===== src/rtl/seq_detect_param.sv =====
// ============================================================================
// Module   : seq_detect_param
// Purpose  : Serial MSB-first detector for a runtime-loadable PAT_W-bit
//            pattern, with overlap control and a saturating match counter.
//            Define SEQ_DETECT_MASK_EN to add a per-bit don't-care mask.
// Revision : 1.0 - initial release
// ============================================================================
`default_nettype none

module seq_detect_param #(
  parameter int                 PAT_W   = 8,
  parameter logic [PAT_W-1:0]   PAT_RST = PAT_W'(8'b1101_1001),
  parameter int                 CNT_W   = 8
) (
  input  logic               clk,
  input  logic               rst,
  input  logic               data_valid,
  input  logic               data,
  input  logic               overlap,
  input  logic               pat_load,
  input  logic [PAT_W-1:0]   pat_in,
`ifdef SEQ_DETECT_MASK_EN
  input  logic [PAT_W-1:0]   mask_in,
  output logic [PAT_W-1:0]   mask,
`endif
  input  logic               cnt_clr,
  output logic               detected,
  output logic [CNT_W-1:0]   det_count,
  output logic               armed,
  output logic [PAT_W-1:0]   pattern
);

  localparam int               FILL_W    = $clog2(PAT_W + 1);
  localparam logic [FILL_W-1:0] FILL_FULL = FILL_W'(PAT_W);
  localparam logic [CNT_W-1:0]  CNT_MAX   = '1;

  logic [PAT_W-1:0]  pattern_q, pattern_d;
  logic [PAT_W-1:0]  hist_q, hist_d;
  logic [FILL_W-1:0] fill_q, fill_d;
  logic [CNT_W-1:0]  cnt_q, cnt_d;
  logic              det_q, det_d;
  logic              armed_q, armed_d;

  logic [PAT_W-1:0]  next_hist;
  logic [FILL_W-1:0] next_fill;
  logic [PAT_W-1:0]  cmp_mask;
  logic              match;
  logic              unused_hist_msb;

`ifdef SEQ_DETECT_MASK_EN
  logic [PAT_W-1:0]  mask_q, mask_d;

  always_ff @(posedge clk) begin
    if (!rst) begin
      mask_q <= '1;
    end else begin
      mask_q <= mask_d;
    end
  end

  always_comb begin
    mask_d = mask_q;
    if (pat_load) begin
      mask_d = mask_in;
    end
  end

  assign cmp_mask = mask_q;
  assign mask     = mask_q;
`else
  assign cmp_mask = '1;
`endif

  // The oldest history bit only ever shifts out; the compare uses next_hist.
  assign unused_hist_msb = hist_q[PAT_W-1];

  assign next_hist = {hist_q[PAT_W-2:0], data};
  assign next_fill = (fill_q == FILL_FULL) ? fill_q : fill_q + FILL_W'(1);
  assign match     = data_valid && !pat_load && (next_fill == FILL_FULL) &&
                     (((next_hist ^ pattern_q) & cmp_mask) == '0);

  always_comb begin
    pattern_d = pattern_q;
    hist_d    = hist_q;
    fill_d    = fill_q;
    cnt_d     = cnt_q;
    det_d     = match;

    if (pat_load) begin
      pattern_d = pat_in;
      hist_d    = '0;
      fill_d    = '0;
    end else if (data_valid) begin
      if (match && !overlap) begin
        hist_d = '0;
        fill_d = '0;
      end else begin
        hist_d = next_hist;
        fill_d = next_fill;
      end
    end

    // Clear first so a coincident match leaves the count at one.
    if (cnt_clr) begin
      cnt_d = '0;
    end
    if (match && (cnt_d != CNT_MAX)) begin
      cnt_d = cnt_d + CNT_W'(1);
    end

    armed_d = (fill_d == FILL_FULL);
  end

  always_ff @(posedge clk) begin
    if (!rst) begin
      pattern_q <= PAT_RST;
      hist_q    <= '0;
      fill_q    <= '0;
      cnt_q     <= '0;
      det_q     <= 1'b0;
      armed_q   <= 1'b0;
    end else begin
      pattern_q <= pattern_d;
      hist_q    <= hist_d;
      fill_q    <= fill_d;
      cnt_q     <= cnt_d;
      det_q     <= det_d;
      armed_q   <= armed_d;
    end
  end

  assign detected  = det_q;
  assign det_count = cnt_q;
  assign armed     = armed_q;
  assign pattern   = pattern_q;

endmodule

`default_nettype wire


===== config.mk =====
export PLATFORM = sky130hd
export DESIGN_NAME = seq_detect_param
export DESIGN_NICKNAME = d
export VERILOG_FILES = /design/src/rtl/seq_detect_param.sv
export SDC_FILE = /design/constraint.sdc
export NUM_CORES = 1
export LEC_CHECK = 0
export CORE_MARGIN = 1.5
export CORE_UTILIZATION = 44
export DETAILED_ROUTE_END_ITERATION = 10
export PLACE_DENSITY = 0.74
export SYNTH_ARGS = -nofsm -noshare
export SYNTH_HDL_FRONTEND = slang
export SYNTH_SLANG_ARGS = --single-unit

===== constraint.sdc =====
create_clock -name clk -period 2.1 [get_ports clk]
set_clock_uncertainty 0.2 [all_clocks]
set_input_delay 0.21 -clock clk [delete_from_list [all_inputs] [get_ports clk]]
set_output_delay 0.21 -clock clk [all_outputs]
set_load 0.01 [all_outputs]

==> results of run 1 <==
-- worst max-delay path: cells and delay by family (launching register included) --
| family | cells | cell delay (ns) |
|---|---|---|
| adder cells (fa/ha/maj) | 1 | 0.15 |
| flip-flops | 1 | 0.38 |
| AO/OA/AOI/OAI | 5 | 1.00 |
| buffers and inverters | 3 | 0.33 |
-- placed cells by master (no fill, tap or decap), drive strengths merged, types with 4 or more instances in the layout --
master	instances
nand3	6
nand2	18
a22o	7
inv	8
o21ai	4
xor2	10
clkdlybuf4s50	32
clkbuf	7
buf	23
nand4	4
a21oi	4
dfxtp	29
mux2i	16
nor2b	4
nor2	11
-- area by class of cell --
class | count | share of cell area
multi-input cells | 112 | 0.406
well taps | 44 | 0.0263
flip-flops and latches | 29 | 0.280
clock inverters | 1 | 0.00239
repair buffers | 55 | 0.239
inverters | 8 | 0.0156
clock buffers | 7 | 0.0311
-- per-stage QoR --
stage                     power (µW)  cells  worst slack (ns)  hold slack, ns
after floorplan                  643    153            0.0766           0.139
after global placement           712    244            -0.202           0.286
after detailed placement         717    244            -0.186           0.296
after CTS                       1110    253           -0.0124           0.272
after global routing            1160    256            -0.117           0.295
final                           1100    256           -0.0724           0.284
-- cell families (layout without fill, tap and decap cells) --
| group | Yosys count | after routing |
|---|---|---|
| buf+inv | 12 | 71 |
| mux | 16 | 16 |
| fa+ha+maj | 3 | 3 |
| xor+xnor | 11 | 11 |
| flops | 29 | 29 |
| compound gates | 22 | 22 |
| simple gates | 60 | 60 |
-- routing by layer --
layer  wire length [µm]  track usage  part of all wire  vias up
met4                 39       0.0984             0.011        0
met5                  0            0                 0        -
met1               1560        0.274              0.43      629
li1                   -            -                 -      652
met2               1870        0.374              0.51       36
met3                157       0.0455             0.043        5
-- power breakdown --
group	switching [µW]	internal [µW]
Sequential	12.7	561
Combinational	61.5	79.0
Clock	191	194
-- flip-flops by register name, summed over array words and instances, names as in the netlist --
signal     flops
det_count      8
hist_q         7
detected       1
fill_q         4
pattern        8
armed          1
-- worst paths after layout --
| kind | cells after the start | slack [ns] | to |
|---|---|---|---|
| setup / recovery | 9 | -0.07 | hist_q[4] |
| setup reg to reg | 9 | -0.07 | hist_q[4] |
| hold reg to reg | 2 | 0.32 | det_count[5] |
| hold / removal | 3 | 0.28 | pattern[6] |
-- timing repair --
item | in CTS | in global routing
pin swaps | 6 | 12
gates resized for setup | 10 | 4
setup endpoints to repair | 13 | 7
buffers inserted | 3 | 4
hold buffers | 0 | 0
-- synthesized netlist by cell type, drive strengths merged --
cell type	number	share of area
mux2i	16	0.11
xnor2	1	0.0061
nor4	2	0.0087
nand4	4	0.017
nor3b	1	0.0052
o2111a	1	0.0078
ha	3	0.026
a2111oi	1	0.019
o21ai	4	0.014
or2b	1	0.0052
nor2	11	0.029
nor3	2	0.0069
a21boi	1	0.0052
nand3b	1	0.0052
nand3	6	0.021
nand2b	3	0.013
xor2	10	0.061
dfxtp	29	0.40
and4b	1	0.0069
a21oi	4	0.016
nand2	18	0.047
nor4b	2	0.016
buf	2	0.010
o21a	1	0.0052
a211oi	2	0.023
inv	8	0.021
or3	1	0.0043
nand4bb	1	0.0078
nor2b	4	0.017
a31o	1	0.0061
a22o	7	0.042
and2	1	0.0043
clkbuf	2	0.0061
and3	1	0.0043
==> summary.md, run 1 <==
| Metric | Value |
|---|---|
| N_diodes | `0` |
| Sink Count | `29` |
| Final slew viol count | `0` |
| CTS tree | `built` |
| Multi-input logic area | `848 µm²` |
| Max cap viols | `0` |
| Die span in y | `60.3 µm` |
| Grt ovf | `0` |
| I/O pin cnt | `33` |
| Num rows | `20` |
| Worst Path Required | `2.12 ns` |
| Mapped Nets | `171` |
| Largest net degree at the start of global routing | `16` |
| Worst setup margin | `-0.0724 ns` |
| Placement Cell Area | `0.00194 mm²` |
| RSZ-0062 raised after global routing | `yes` |
| Drt first pass iters | `4` |
| Area of the die | `0.00364 mm²` |
| Period utilization | `1.03` |
| Setup TNS after final layout | `-0.354 ns` |
| Global Route Usage Sum | `0.223` |
| Yosys cell types | `40` |
| Leak | `0.000891 µW` |
| Hold path startpoint | `pat_in[6]` |
| Number of routed nets with antenna violations | `0` |
| Outcome | `finished with violations` |
| Hold Path Class | `input port to flip-flop` |
| Initial antenna violation count | `0` |
| Fillers | `257` |
| Vias | `1322` |
| FF+latch area | `586 µm²` |
| Fin crit period | `2.17 ns` |
| CP endpoint kind | `flip-flop` |
| Avg Cell Area, Syn | `9.45 µm²` |
| CP Launch Point | `fill_q[0]` |
| Slowest stage delay, CP | `0.40 ns` |
| Initial drt markers | `52` |
| Maximum vdd drop | `0.000403 V` |
| Clock buffer count from CTS | `5` |
| Post-Syn Area | `0.00145 mm²` |
| Post-Synth XOR/XNOR Area | `0.0667` |
| Final wirelength | `3.63 mm` |
| Synth Area in Compound Gates | `0.139` |
| RePlAce Congestion | `0.824` |
| Ratio of cells with drive above 1 in the final layout | `0.203` |
| Largest family of logic cells by synthesized area | `simple AND/OR/NAND/NOR gates` |
| Power Density | `525 mW/mm²` |
| Final Hold Viols | `0` |
| Port Buffer Count | `32` |
| DR WL/cell | `14.2 µm` |
| Die width | `60.3 µm` |
| Area Growth Syn to Fin | `44.8%` |
| Most frequent CP cell | `buf_6` |
| Slowest-stage cell, CP | `a2111oi_4` |
| Failing checks | `negative setup slack` |
| Detailed Place HPWL | `2.69 mm` |
| Crit Path Max Fanout | `6` |
| Headroom to the max-slew limit | `0.687` |
| Synth Register Bits | `29` |
| Critical setup path kind | `flip-flop to flip-flop` |
| Fin nets | `229` |
| Max Root-Sink Buffers | `2` |
| Post-Syn Instances | `153` |
| Vias in the first global route | `1310` |
| H-tree depth | `2` |
| Worst Setup Start Kind | `flip-flop` |
| DR vias/cell | `5.16` |
| Clk slew on worst S/H paths | `0.10 ns` |
| First-pass GRT wire length | `5.88 mm` |
| Synth Area in Adders | `0.0260` |
| Clock Latency Late Sink | `0.32 ns` |
| Root Buffer | `clkbuf_4` |
| Multiplexer share of the synthesized area | `0.111` |
| Util after Layout | `0.680` |
| Final instance area | `0.00209 mm²` |
| Seq/Total Area, Yosys | `0.402` |
| Arr. time, crit path | `2.19 ns` |
| Worst-Margin Slew | `0.467 ns` |
| Synthesized-area fraction occupied by and/or/nand/nor cells | `0.219` |
| Core area | `0.00308 mm²` |
| Final setup fails | `6` |
| Max Freq | `460 MHz` |
| Syn. warnings | `0` |
| Remaining DRCs | `0` |
| Starting Density | `0.470` |
| Reg2reg start | `fill_q[0]` |
| Critical path, cell by cell | `inv_4, ha_4, a21oi_4, a2111oi_4, o2111a_1, buf_6, a211oi_4, buf_6, a22o_1` |
No activity file was read; power rests on OpenSTA's default activity.
==> run 2: changes to the inputs <==
--- a/config.mk
+++ b/config.mk
@@ -5,10 +5,12 @@
 export SDC_FILE = /design/constraint.sdc
 export NUM_CORES = 1
 export LEC_CHECK = 0
+export ABC_AREA = 1
 export CORE_MARGIN = 1.5
-export CORE_UTILIZATION = 44
+export CORE_UTILIZATION = 46
 export DETAILED_ROUTE_END_ITERATION = 10
-export PLACE_DENSITY = 0.74
+export MAX_ROUTING_LAYER = met4
+export PLACE_DENSITY = 0.76
 export SYNTH_ARGS = -nofsm -noshare
 export SYNTH_HDL_FRONTEND = slang
 export SYNTH_SLANG_ARGS = --single-unit
==> summary.md, run 2 <==
| Metric | Value |
|---|---|
| Sink Count | `29` |
| Leading area contributor after synthesis | `dfxtp_1` |
| Area Growth Syn to Fin | `31.2%` |
| Remaining DRCs | `0` |
| Worst Path Required | `2.17 ns` |
| Die span in y | `62.2 µm` |
| Grt ovf | `0` |
| Post CTS Setup Buffer Count | `0` |
| Post-synth ARST share | `0` |
| Synth Register Bits | `29` |
| Multiplexer share of the synthesized area | `0` |
| RSZ-0062 raised after global routing | `no` |
| Hold Path Depth | `3` |
| Reg2reg start | `det_count[0]` |
| Clk slew on worst S/H paths | `0.10 ns` |
| Multi-input logic area | `892 µm²` |
| Headroom to the max-slew limit | `0.810` |
| Outcome | `finished, final reports clean` |
| Final Hold Viols | `0` |
| Avg Cell Area, Syn | `6.78 µm²` |
| CTS tree | `built` |
| Fillers | `314` |
| Worst Setup Start Kind | `flip-flop` |
| Vias in the first global route | `1497` |
| Num rows | `21` |
| Initial antenna violation count | `0` |
| Largest family of logic cells by synthesized area | `simple AND/OR/NAND/NOR gates` |
| Max cap viols | `0` |
| Root Buffer | `clkbuf_4` |
| FF+latch area | `581 µm²` |
| Critical setup path kind | `flip-flop to flip-flop` |
| Vias | `1687` |
| Mapped Nets | `256` |
| Power Density | `493 mW/mm²` |
| Clock buffer count from CTS | `5` |
| N_diodes | `0` |
| RePlAce Congestion | `0.899` |
| DR vias/cell | `5.08` |
| Number of routed nets with antenna violations | `0` |
| Synth Area in Adders | `0.0233` |
| Syn. warnings | `0` |
| Crit Path Max Fanout | `9` |
| Arr. time, crit path | `2.00 ns` |
| Yosys cell types | `24` |
| Synth Area in Compound Gates | `0.0900` |
| Global Route Usage Sum | `0.211` |
| Top cells by area, synth | `dfxtp_1 (36%), nand2_1 (14%), nand3_1 (8.1%), inv_1 (6.7%), a21oi_1 (6.5%)` |
| Post-Syn Instances | `238` |
| Worst hold endpoint | `pattern[6]` |
| Max Freq | `519 MHz` |
| Drt first pass iters | `5` |
| Fin crit period | `1.93 ns` |
| R2R Path End | `det_count[2]` |
| Worst-Margin Slew | `0.282 ns` |
| Initial drt markers | `67` |
| DR WL/cell | `10.9 µm` |
| Area of the die | `0.00387 mm²` |
| Maximum vdd drop | `0.000395 V` |
| First-pass GRT wire length | `6.29 mm` |
| Primary FF master, synth | `dfxtp_1` |
| Total power | `1040 µW` |
| Most frequent cells in the layout | `nand2_1 (62), clkdlybuf4s50_1 (32), inv_1 (29), dfxtp_1 (29), nor2_1 (27)` |
| Post-Syn Area | `0.00161 mm²` |
| Hold Path Class | `input port to flip-flop` |
| EDFF count, synth | `0` |
| Setup TNS after final layout | `0 ns` |
| Hold path startpoint | `pat_in[6]` |
| Post-synth top cells | `nand2_1 (62), dfxtp_1 (29), inv_1 (29)` |
| Clock Latency Late Sink | `0.33 ns` |
| H-tree depth | `2` |
| Starting Density | `0.483` |
| Final slew viol count | `0` |
| Ratio of cells with drive above 1 in the final layout | `0.115` |
| Fin nets | `303` |
| Detailed Place HPWL | `2.82 mm` |
| Register-to-Register Setup Slack | `0.17 ns` |
| R2R cell count | `9` |
| Post-Synth XOR/XNOR Area | `0.0543` |
| Cts repair resizes | `0` |
| Max Root-Sink Buffers | `2` |
| Seq/Total Area, Yosys | `0.360` |
| Share of the synthesized area in the top cell type | `0.360` |
| CP endpoint kind | `flip-flop` |
| Util after Layout | `0.634` |
| Final wirelength | `3.61 mm` |
| Die width | `62.2 µm` |
| CTS Hold Buffers Added | `0` |
| I/O pin cnt | `33` |
| Commonest non-fill, non-tap cell in the layout | `nand2_1` |
| Core area | `0.00334 mm²` |
| Largest net degree at the start of global routing | `14` |
| Final setup fails | `0` |
| Leak | `0.000913 µW` |
| Most common cell in the synthesized netlist | `nand2_1` |
| Port Buffer Count | `32` |
| Synthesized-area fraction occupied by and/or/nand/nor cells | `0.386` |
| Period utilization | `0.918` |
-- run 2: cell types whose count changed after synthesis, sizes merged, moves of 3 or more --
| cell | before | now |
|---|---|---|
| a22o | 7 | 0 |
| o21ai | 4 | 8 |
| nand3 | 6 | 29 |
| inv | 8 | 31 |
| xor2 | 10 | 3 |
| a21oi | 4 | 21 |
| nand2b | 3 | 0 |
| xnor2 | 1 | 7 |
| mux2i | 16 | 0 |
| nor2 | 11 | 30 |
| nand2 | 18 | 65 |
| nor2b | 4 | 0 |
-- run 2: critical path, stage by stage (launching register included) --
cell     delay, ns
dfxtp_1       0.37
inv_1         0.06
nor2_1        0.14
ha_1          0.18
inv_1         0.08
nor3_4        0.26
nand4_4       0.21
nand2_4       0.17
nand2_1       0.07
a21oi_1       0.13
-- run 2: logic make-up (layout without fill, tap and decap cells) --
family,after synthesis,count (layout)
buffers and inverters,37,85
flip-flops,29,29
AND/OR/NAND/NOR,130,130
adder cells (fa/ha/maj),3,3
XOR/XNOR,10,10
AO/OA/AOI/OAI,29,29
-- run 2: worst max-delay path by stage --
stage	startpoint	endpoint	slack [ns]	depth (start not counted)
6_report	det_count[0]	det_count[2]	0.17	9
5_1_grt	fill_q[1]	armed	0.0008	12
4_1_cts	det_count[0]	det_count[2]	0.18	9
3_5_place_dp	cnt_clr	det_count[2]	-0.09	9
3_3_place_gp	cnt_clr	det_count[6]	0.03	9
2_1_floorplan	fill_q[0]	armed	0.25	12
-- run 2: cell type report --
class / instances / area share
multi-input cells: 172 / 0.422
flip-flops and latches: 29 / 0.274
repair buffers: 44 / 0.194
inverters: 33 / 0.0585
well taps: 46 / 0.0272
clock buffers: 6 / 0.0195
clock inverters: 2 / 0.00473
-- run 2: through the flow --
stage               area, µm²  setup WS, ns  hold WS (ns)  std cells
floorplan                1610         0.248        0.0942        238
global placement         2060        0.0341         0.276        324
detailed placement       2060       -0.0932         0.278        324
CTS                      2120         0.180         0.237        332
global route             2120      0.000832         0.276        332
finish                   2120         0.173         0.247        332
-- run 2: per-layer routing --
layer	part of all wire	GRT usage
met1	0.43	0.233
met2	0.49	0.363
met3	0.051	0.0380
met4	0.021	0.108
met5	0	-
-- run 2: where the power goes --
group	switching (µW)	internal, µW	leakage, µW
clock	198	127	0.0000320
sequential	11.0	562	0.000236
combinational	69.6	75.4	0.000645
==> run 3: changes to the inputs <==
--- a/config.mk
+++ b/config.mk
@@ -6,11 +6,12 @@
 export NUM_CORES = 1
 export LEC_CHECK = 0
 export ABC_AREA = 1
+export CAP_MARGIN = 20
 export CORE_MARGIN = 1.5
 export CORE_UTILIZATION = 46
 export DETAILED_ROUTE_END_ITERATION = 10
 export MAX_ROUTING_LAYER = met4
-export PLACE_DENSITY = 0.76
+export PLACE_DENSITY_LB_ADDON = 0.12
 export SYNTH_ARGS = -nofsm -noshare
 export SYNTH_HDL_FRONTEND = slang
 export SYNTH_SLANG_ARGS = --single-unit
==> summary.md, run 3 (synthesis results as in run 2) <==
| Metric | Value |
|---|---|
| Non-filler cells, final | `330` |
| Vias in the first global route | `1536` |
| Core area | `0.00334 mm²` |
| Most frequent CP cell | `nand2_1` |
| Placement Cell Area | `0.00206 mm²` |
| Max Root-Sink Buffers | `2` |
| Fillers | `306` |
| Commonest non-fill, non-tap cell in the layout | `nand2_1` |
| Pint | `794 µW` |
| Largest net degree at the start of global routing | `14` |
| Power Density | `496 mW/mm²` |
| Slowest stage delay, CP | `0.37 ns` |
| RSZ-0062 raised after global routing | `no` |
| Port Buffer Count | `32` |
| Clk pwr share | `0.322` |
| Final setup fails | `0` |
| Fin crit period | `1.90 ns` |
| Clock Latency Late Sink | `0.32 ns` |
| H-tree depth | `2` |
| Ratio of cells with drive above 1 in the final layout | `0.120` |
| Die width | `62.2 µm` |
| DR vias/cell | `4.90` |
| RePlAce Congestion | `0.925` |
| Grt ovf | `0` |
| Vias | `1617` |
| N_diodes | `0` |
| Arr. time, crit path | `1.92 ns` |
| Worst Path Required | `2.12 ns` |
| Final wirelength | `3.69 mm` |
| CTS Hold Buffers Added | `0` |
| Critical path, cell by cell | `inv_1, ha_4, nand2_1, nor2_1, nand2_1, nand2_1, nand3_1, nor2_2, nand3_4, nand2_1, nand2_1, nand2_1, nor2_1` |
| Root Buffer | `clkbuf_4` |
| Maximum vdd drop | `0.000382 V` |
| Die span in y | `62.2 µm` |
| First-pass GRT wire length | `6.61 mm` |
| Clk slew on worst S/H paths | `0.08 ns` |
| Area of the die | `0.00387 mm²` |
| Worst Setup Start Kind | `flip-flop` |
| Delay-heaviest family, CP | `simple AND/OR/NAND/NOR gates` |
| Hold Path Class | `input port to flip-flop` |
| Outcome | `finished, final reports clean` |
| DR WL/cell | `11.2 µm` |
| Headroom to the max-slew limit | `0.823` |
| Leak | `0.000911 µW` |
| Worst-Margin Slew | `0.264 ns` |
| Slowest-stage cell, CP | `dfxtp_4` |
| Final instance area | `0.00214 mm²` |
| CP endpoint kind | `flip-flop` |
| Detailed Place HPWL | `2.77 mm` |
| Clock buffer count from CTS | `5` |
| WP buf/inv | `1` |
| Area Growth Syn to Fin | `32.5%` |
| Critical setup path kind | `flip-flop to flip-flop` |
| Total power | `1060 µW` |
| Setup Slack @ Placement | `-0.0553 ns` |
| Worst setup margin | `0.204 ns` |
| Final Hold Viols | `0` |
| Seq pwr share | `0.542` |
| Max cap viols | `0` |
| Global Route Usage Sum | `0.219` |
| FF+latch area | `586 µm²` |
| Cts repair resizes | `0` |
| Max Freq | `527 MHz` |
| Multi-input logic area | `912 µm²` |
| Placed cell count | `323` |
| Crit Path Max Fanout | `8` |
| Period utilization | `0.903` |
| Final slew viol count | `0` |
| Remaining DRCs | `0` |
| Fin nets | `302` |
| Initial drt markers | `58` |
| I/O pin cnt | `33` |
| Num rows | `21` |
| Number of routed nets with antenna violations | `0` |
| CTS tree | `built` |
| Drt first pass iters | `4` |
| Starting Density | `0.483` |
| Logic pwr share | `0.136` |
| Sink Count | `29` |
| Post CTS Setup Buffer Count | `0` |
| Most frequent cells in the layout | `nand2_1 (62), clkdlybuf4s50_1 (32), inv_1 (29)` |
| Hold_ws | `0.258 ns` |
| NetSw | `265 µW` |
| Switching Fraction | `0.250` |
| Initial antenna violation count | `0` |
==> run 3: worst register-to-register path, stage by stage, from the launching register on <==
cell	delay, ns
dfxtp_4	0.37
inv_1	0.12
ha_4	0.15
nand2_1	0.06
nor2_1	0.13
nand2_1	0.06
nand2_1	0.07
nand3_1	0.08
nor2_2	0.18
nand3_4	0.14
nand2_1	0.09
nand2_1	0.05
nand2_1	0.07
nor2_1	0.04
==> run 3: cell type report <==
class,instances,area share
Sequential cell,29,0.274
Multi-Input combinational cell,172,0.427
Timing Repair Buffer,43,0.189
Inverter,33,0.0580
Clock buffer,7,0.0258
Tap cell,46,0.0269
==> run 3: per-layer routing <==
| metal | vias to the layer above | share of wire | wire length [µm] | track usage |
|---|---|---|---|---|
| li1 | 850 | - | - | - |
| met1 | 719 | 0.44 | 1630 | 0.248 |
| met2 | 40 | 0.50 | 1850 | 0.371 |
| met3 | 8 | 0.041 | 150 | 0.0598 |
| met4 | 0 | 0.015 | 57 | 0.0778 |
| met5 | - | 0 | 0 | - |
==> run 3: power groups by stage <==
stage / clock [µW] / sequential, µW / combinational (µW)
3_5_place_dp: 0 / 588 / 142
6_report: 341 / 574 / 144
4_1_cts: 354 / 575 / 143
2_1_floorplan: 0 / 591 / 60.6
3_3_place_gp: 0 / 588 / 141
5_1_grt: 383 / 576 / 162
==> run 3: stage by stage <==
stage               setup TNS [ns]   util
floorplan                        0      -
global placement                 0  0.616
detailed placement          -0.328  0.616
CTS                              0  0.633
global route                     0  0.640
finish                           0  0.640
==> run 3: final timing paths <==
check | start | end | slack, ns | cells after the start
setup / recovery | fill_q[0] | armed | 0.20 | 13
hold / removal | pat_in[4] | pattern[4] | 0.26 | 3
setup reg to reg | fill_q[0] | armed | 0.20 | 13
hold reg to reg | hist_q[6] | hist_q[6] | 0.29 | 2
